File: config.mk
export PLATFORM = sky130hd
export DESIGN_NAME = add8_share_arbiter
export DESIGN_NICKNAME = d
export VERILOG_FILES = /design/src/rtl/add8_share_arbiter.sv
export SDC_FILE = /design/constraint.sdc
export NUM_CORES = 1
export LEC_CHECK = 0
export CAP_MARGIN = 20
export CORE_UTILIZATION = 30
export DETAILED_ROUTE_END_ITERATION = 8
export GPL_TIMING_DRIVEN = 0
export MAX_ROUTING_LAYER = met4
export SYNTH_ARGS = -nofsm -noshare
export SYNTH_HDL_FRONTEND = slang
export SYNTH_SLANG_ARGS = --single-unit
File: constraint.sdc
create_clock -name clk -period 3.8 [get_ports clk]
set_input_delay 0.76 -clock clk [delete_from_list [all_inputs] [get_ports clk]]
set_output_delay 0.76 -clock clk [all_outputs]
set_load 0.1 [all_outputs]
File: src/rtl/add8_share_arbiter.sv
// Round-robin arbiter that time-shares a single external 8-bit adder core among NREQ
// requesters. The core sits between a registered operand stage and a registered response stage.
module add8_share_arbiter #(
  parameter int NREQ  = 4,
  parameter int ID_W  = 2,
  parameter int CNT_W = 16
) (
  input  logic                clk,
  input  logic                rst_n,
  input  logic [NREQ-1:0]     req_valid,
  output logic [NREQ-1:0]     req_ready,
  input  logic [NREQ*8-1:0]   req_a,
  input  logic [NREQ*8-1:0]   req_b,
  output logic [7:0]          add_a,
  output logic [7:0]          add_b,
  input  logic [8:0]          add_o,
  output logic                rsp_valid,
  input  logic                rsp_ready,
  output logic [ID_W-1:0]     rsp_id,
  output logic [8:0]          rsp_sum,
  output logic [CNT_W-1:0]    op_count,
  output logic                busy
);

  logic            vld_p1;
  logic [ID_W-1:0] id_p1;
  logic [ID_W-1:0] ptr;
  logic            adv1, adv2;
  logic            grant_vld;
  logic [ID_W-1:0] grant_idx;
  logic [ID_W:0]   scan_sum;
  logic [ID_W-1:0] scan_idx;
  logic [7:0]      sel_a, sel_b;

  function automatic logic [CNT_W-1:0] sat_inc(input logic [CNT_W-1:0] v);
    return (&v) ? v : v + 1'b1;
  endfunction

  assign adv2 = !rsp_valid || rsp_ready;
  assign adv1 = !vld_p1 || adv2;
  assign busy = vld_p1 || rsp_valid;

  // First asserted requester at or after the pointer, wrapping modulo NREQ.
  always_comb begin
    grant_vld = 1'b0;
    grant_idx = '0;
    scan_sum  = '0;
    scan_idx  = '0;
    for (int k = 0; k < NREQ; k++) begin
      scan_sum = {1'b0, ptr} + (ID_W+1)'(k);
      if (scan_sum >= (ID_W+1)'(NREQ))
        scan_sum = scan_sum - (ID_W+1)'(NREQ);
      scan_idx = scan_sum[ID_W-1:0];
      if (!grant_vld && req_valid[scan_idx]) begin
        grant_vld = 1'b1;
        grant_idx = scan_idx;
      end
    end
  end

  always_comb begin
    req_ready = '0;
    if (rst_n && adv1 && grant_vld)
      req_ready[grant_idx] = 1'b1;
  end

  assign sel_a = req_a[{grant_idx, 3'b000} +: 8];
  assign sel_b = req_b[{grant_idx, 3'b000} +: 8];

  always_ff @(posedge clk or negedge rst_n) begin
    if (!rst_n) begin
      vld_p1    <= 1'b0;
      id_p1     <= '0;
      ptr       <= '0;
      add_a     <= '0;
      add_b     <= '0;
      rsp_valid <= 1'b0;
      rsp_id    <= '0;
      rsp_sum   <= '0;
      op_count  <= '0;
    end else begin
      // S1: operand register feeding the adder core
      if (adv1) begin
        if (grant_vld) begin
          add_a  <= sel_a;
          add_b  <= sel_b;
          id_p1  <= grant_idx;
          vld_p1 <= 1'b1;
          if ({1'b0, grant_idx} == (ID_W+1)'(NREQ-1))
            ptr <= '0;
          else
            ptr <= grant_idx + ID_W'(1);
        end else begin
          vld_p1 <= 1'b0;
        end
      end
      // S2: response register capturing the core sum
      if (adv2) begin
        if (vld_p1) begin
          rsp_valid <= 1'b1;
          rsp_sum   <= add_o;
          rsp_id    <= id_p1;
        end else begin
          rsp_valid <= 1'b0;
        end
      end
      if (rsp_valid && rsp_ready)
        op_count <= sat_inc(op_count);
    end
  end

endmodule
==> metrics.md, run 1 <==
| Metric | Value |
|---|---|
| Outcome | `finished, violations left` |
| Failing checks | `DRC` |
| Post-synthesis register bit count | `49` |
| GP Congestion | `0.828` |
| Nets | `461` |
| Port buffer count | `128` |
| Antenna Nets Post-Route | `0` |
| Async S/R FF share, synth | `1.00` |
| DR vias/cell | `4.98` |
| Clk_skew | `0.00861 ns` |
| Crit path arrival time | `2.88 ns` |
| Worst Setup Path Type | `in -> out` |
| Maximum buffer depth of the clock tree | `2` |
| CTS clk-pin slew, worst paths | `0.09 ns` |
| Crit Path Max Fanout | `10` |
| Initial Util | `0.314` |
| Worst Setup End Kind | `primary output` |
| DP Area | `0.00423 sq mm` |
| First drt pass iteration count | `6` |
| Hold Vio Cnt, Final | `0` |
| Crit share post-route | `0.958` |
| Post-layout min period | `3.64 ns` |
| Register area share after synthesis | `0.439` |
| Fill cells | `847` |
| First-pass GRT wire length | `12,400 microns` |
| Final Util | `0.485` |
| CTS Hold Bufs | `0` |
| Clk sinks | `49` |
| H-Tree Depth | `2` |
| Largest net degree at the start of global routing | `33` |
| Clock Latency Late Sink | `0.30 ns` |
| Post-DP HPWL | `5930 microns` |
| GR Util All Layers | `0.166` |
| PD cells | `685 mW/mm^2` |
| Area of the die | `0.00971 sq mm` |
| Ys Warns | `0` |
| Max Clock Freq | `275 MHz` |
| Worst-margin pin slew | `1.01 ns` |
| Most frequent cells in the layout | `123 x clkdlybuf4s50_1, 49 x dfrtp_1, 21 x nor2_1` |
| Routed vias | `2,419` |
| DRT iter0 DRCs | `83` |
| Syn nets | `325` |
| Unrepaired setup endpoints after global routing | `no` |
| DRC viols | `5` |
| Max Slew Vio Count | `0` |
| DRT Wirelength | `7690 microns` |
| Diodes inserted | `0` |
| Final setup margin | `0.158 ns` |
| Die X-Extent | `98.5 microns` |
| Synth area leader | `dfrtp_1` |
| Max-Slew Margin vs Limit | `0.326` |
| Global route overflow | `0` |
| Top post-synthesis cells by area | `dfrtp_1 44%, mux2i_1 5.7%, mux2_2 5.6%` |
| Cts bufs inserted | `5` |
| Root Driver | `clkbuf_8` |
| Hold Path Class | `in -> async` |
| Die Y | `98.5 microns` |
| Pwr Total | `2.96 mW` |
| Initial antenna violation count | `0` |
| Syn Area/Cell | `11.6 sq um` |
| Netlist Area Pre-Place | `0.00280 sq mm` |
| Layout cells sized above 1 | `0.183` |
| Core area | `0.00889 sq mm` |
| Startpoint types | `primary input` |
| Num ports | `129` |
| Synth Flop Type | `dfrtp_1` |
| Fin area | `0.00431 sq mm` |
| Share of the synthesized area in the top cell type | `0.439` |
| Required time worst endpoint | `3.04 ns` |
| MaxCap Viol Count | `0` |
| Routed len/inst | `15.8 microns` |
| Most common cell after layout, fill and taps aside | `clkdlybuf4s50_1` |
| IR drop worst, VDD | `0.395 mV` |
| CTS tree | `yes` |
| Post-synth EDFFs | `0` |
| Number of cell rows | `34` |
| Post-synth cell types | `46` |
| Area grow syn2layout | `54.3%` |
| Final setup viols | `0` |
| Pre-CTS setup slack | `-0.643 ns` |
| Leak pwr | `1.74 nW` |
| Vias in the first global route | `2,404` |
| Synth Instances | `242` |
## through the flow
stage               TNS [ns]  hold WS [ns]  instances
global placement       -6.14         0.470        478
detailed placement     -2.19         0.478        479
CTS                        0         0.431        486
global route               0         0.446        486
floorplan                  0         0.464        242
finish                     0         0.416        486
## final cells by class
class                   count  area [sq um]  area share
clock inverters             1          7.51     0.00174
well taps                 108           135      0.0313
clock buffers               6          82.6      0.0191
multi-input cells         175          1430       0.332
inverters                   4          22.5     0.00522
repair buffers            129          1290       0.299
plain buffers              14           116      0.0270
flip-flops and latches     49          1230       0.284
## timing repair
action                                 4_1_cts  5_1_grt
gates cloned                                 0        0
setup endpoints to repair                    4        3
endpoints found under the hold margin        0        0
setup buffers                                0        0
resized for setup                           16        3
## path summary, 6_finish.rpt
kind | from | end | slack (ns) | cells after the start
min | rst_n | op_count[4] | 0.42 | 1
min reg2reg | rsp_sum[8] | rsp_sum[8] | 0.51 | 1
min in group clk | rsp_sum[8] | rsp_sum[8] | 0.51 | 1
max reg2reg | ptr[1] | add_b[2] | 1.87 | 9
max | req_valid[3] | req_ready[1] | 0.16 | 8
max in group asynchronous | rst_n | ptr[0] | 2.84 | 2
## synth_stat cells (4+ instances only)
cell type / count
mux2_2: 14
dfrtp_1: 49
and3_1: 6
nor2_1: 21
xor2_1: 4
nand3_1: 8
a221oi_2: 10
nand4_1: 5
nand2_1: 10
a211oi_1: 6
a211oi_2: 10
xnor2_1: 9
and2_1: 17
mux2i_1: 16
a221oi_1: 6
clkbuf_1: 4
## flip-flops by register name, summed over array words and instances (netlist names)
name and cells:
op_count 16, rsp_sum 9, add_a 8, add_b 8
id_p1 2, ptr 2, rsp_id 2, rsp_valid 1
vld_p1 1
## power by group
group | leakage (nW) | total [mW] | switching, mW | internal, mW
registers | 0.582 | 0.765 | 0.105 | 0.660
clock network | 0.0433 | 0.317 | 0.173 | 0.144
logic | 1.12 | 1.87 | 1.33 | 0.549
total | 1.74 | 2.96 | 1.60 | 1.35
## layer usage
| metal | share of wire | vias up | global-route usage |
|---|---|---|---|
| met5 | 0 | - | - |
| met4 | 0.011 | 0 | 0.0379 |
| met3 | 0.055 | 6 | 0.0305 |
| met2 | 0.51 | 67 | 0.276 |
| met1 | 0.43 | 1186 | 0.211 |
| li1 | - | 1160 | - |
## logic make-up after synthesis
kind of cell | after synthesis | share of synthesized area
flops | 49 | 0.439
xor+xnor | 13 | 0.0407
fa+ha+maj | 3 | 0.0134
mux | 31 | 0.119
compound gates | 46 | 0.176
buf+inv | 18 | 0.0492
simple gates | 82 | 0.163
## worst max-delay path: stages
cell and delay [ns]:
clkdlybuf4s50_1 0.57, nand3b_1 0.30, and3_4 0.24, buf_6 0.13, inv_8 0.05, buf_8 0.15
nor2_1 0.10, clkdlybuf4s15_2 0.57
(Power assumes the default switching activity.)
==> run 2: changes to the inputs <==
Settings changed: GPL_TIMING_DRIVEN 0 to 1, PLACE_DENSITY set to 0.67.
==> run 2 against run 1 <==
The flow still finishes with violations (DRC). Combinational power down 3%. Sequential cell count unchanged. Count of clock-buffer cells in the layout unchanged. Register-to-register slack worse by 0.16 ns. Clock skew down 0.0040 ns. Worst hold slack worse by 0.016 ns. Largest power group unchanged. Highest routed layer unchanged.
==> metrics.md, run 2 (synthesis results as in run 1) <==
| Metric | Value |
|---|---|
| Outcome | `finished, violations left` |
| Failing checks | `DRC` |
| Number of cell rows | `34` |
| Crit Path Max Fanout | `5` |
| GR Util All Layers | `0.163` |
| Most frequent cells in the layout | `123 x clkdlybuf4s50_1, 49 x dfrtp_1, 21 x nor2_1` |
| DRT iter0 DRCs | `81` |
| Number of flip-flops in the largest register | `16` |
| Area grow syn2layout | `53.4%` |
| Max Clock Freq | `309 MHz` |
| Clk sinks | `49` |
| Hold Vio Cnt, Final | `0` |
| Num ports | `129` |
| Largest net degree at the start of global routing | `33` |
| Root Driver | `clkbuf_8` |
| Flop-to-flop setup slack | `1.71 ns` |
| Vias in the first global route | `2,441` |
| H-Tree Depth | `2` |
| Initial antenna violation count | `0` |
| Port buffer count | `128` |
| Unrepaired setup endpoints after global routing | `no` |
| DR vias/cell | `5.00` |
| Pwr Total | `2.94 mW` |
| PostCTS Resize Cnt | `0` |
| MaxCap Viol Count | `0` |
| Diodes inserted | `0` |
| Leak pwr | `1.73 nW` |
| Clk_skew | `0.00457 ns` |
| DRC viols | `8` |
| PD cells | `686 mW/mm^2` |
| Worst-margin pin slew | `1.00 ns` |
| First-pass GRT wire length | `12,300 microns` |
| CTS clk-pin slew, worst paths | `0.09 ns` |
| Global route overflow | `0` |
| IR drop worst, VDD | `0.523 mV` |
| Core area | `0.00889 sq mm` |
| Layout cells sized above 1 | `0.178` |
| Initial Util | `0.314` |
| Routed vias | `2,393` |
| Cts bufs inserted | `5` |
| Fill cells | `823` |
| Post-DP HPWL | `5560 microns` |
| Die Y | `98.5 microns` |
| Startpoint types | `primary input` |
| Crit share post-route | `0.852` |
| Routed len/inst | `15.7 microns` |
| Worst Setup Path Type | `in -> out` |
| Clock Latency Late Sink | `0.30 ns` |
| Hold WS | `0.400 ns` |
| DRT Wirelength | `7530 microns` |
| Max Slew Vio Count | `0` |
| Pre-CTS setup slack | `0.557 ns` |
| Final setup viols | `0` |
| CP startpoint | `req_valid[0]` |
| Hold Path Class | `in -> async` |
| Final setup TNS | `0 ns` |
| GP Congestion | `0.770` |
| CTS Hold Bufs | `0` |
| Nets | `453` |
| Top reg by flops | `op_count` |
| Worst Setup End Kind | `primary output` |
| First drt pass iteration count | `6` |
| Required time worst endpoint | `3.04 ns` |
| Final setup margin | `0.564 ns` |
| Crit path arrival time | `2.48 ns` |
| Die X-Extent | `98.5 microns` |
| Post-CTS Setup Bufs | `0` |
| Most common cell after layout, fill and taps aside | `clkdlybuf4s50_1` |
| Antenna Nets Post-Route | `0` |
| Post-layout min period | `3.24 ns` |
| CTS tree | `yes` |
| Area of the die | `0.00971 sq mm` |
| Maximum buffer depth of the clock tree | `2` |
| Top flop regs | `op_count (16), rsp_sum (9)` |
| FF-to-FF Start | `ptr[1]` |
| Max-Slew Margin vs Limit | `0.331` |
run 2: changes by cell type in the layout (fill, tap and decap cells not counted), sizes merged:
cell | previous run | this run
buf | 11 | 12
clkbuf | 13 | 6
inv | 4 | 5
clkinv | 0 | 1
clkdlybuf4s15 | 2 | 0
clkinvlp | 1 | 0
run 2: cell type report:
class / count / area, sq um / area share
clock buffers: 6 / 82.6 / 0.0193
clock inverters: 2 / 17.5 / 0.00409
inverters: 4 / 22.5 / 0.00525
multi-input cells: 175 / 1430 / 0.335
flip-flops and latches: 49 / 1230 / 0.286
well taps: 108 / 135 / 0.0315
repair buffers: 135 / 1370 / 0.319
run 2: critical path, stage by stage:
cell             delay, ns
clkdlybuf4s50_1       0.56
a21oi_1               0.09
o21a_1                0.19
o22a_1                0.25
nand3b_1              0.20
nor2_1                0.21
buf_12                0.21
run 2: routing by layer:
metal  GRT usage  routed length, microns  share of wire  vias to the layer above
li1            -                       -              -                     1146
met1       0.217                    3340           0.44                     1158
met2       0.256                    3610           0.48                       81
met3      0.0340                     512          0.068                        8
met4      0.0413                      76          0.010                        0
met5           -                       0              0                        -
run 2: power breakdown:
| part | switching, mW | total, mW | internal, mW |
|---|---|---|---|
| sequential | 0.124 | 0.784 | 0.660 |
| clock | 0.183 | 0.334 | 0.151 |
| combinational | 1.30 | 1.82 | 0.517 |
run 2: path summary, 6_finish.rpt:
check | end | depth (start not counted)
min reg2reg | op_count[11] | 1
max in group asynchronous | add_a[7] | 2
min in group clk | op_count[11] | 1
max | req_ready[1] | 7
min | rsp_sum[7] | 1
max reg2reg | add_a[0] | 7
run 2: stage by stage:
step	cell area [sq um]	instances	util
after detailed placement	4190	471	0.471
after global routing	4290	479	0.482
final	4290	479	0.482
after floorplan	2800	242	-
after CTS	4290	479	0.482
after global placement	4190	471	0.471
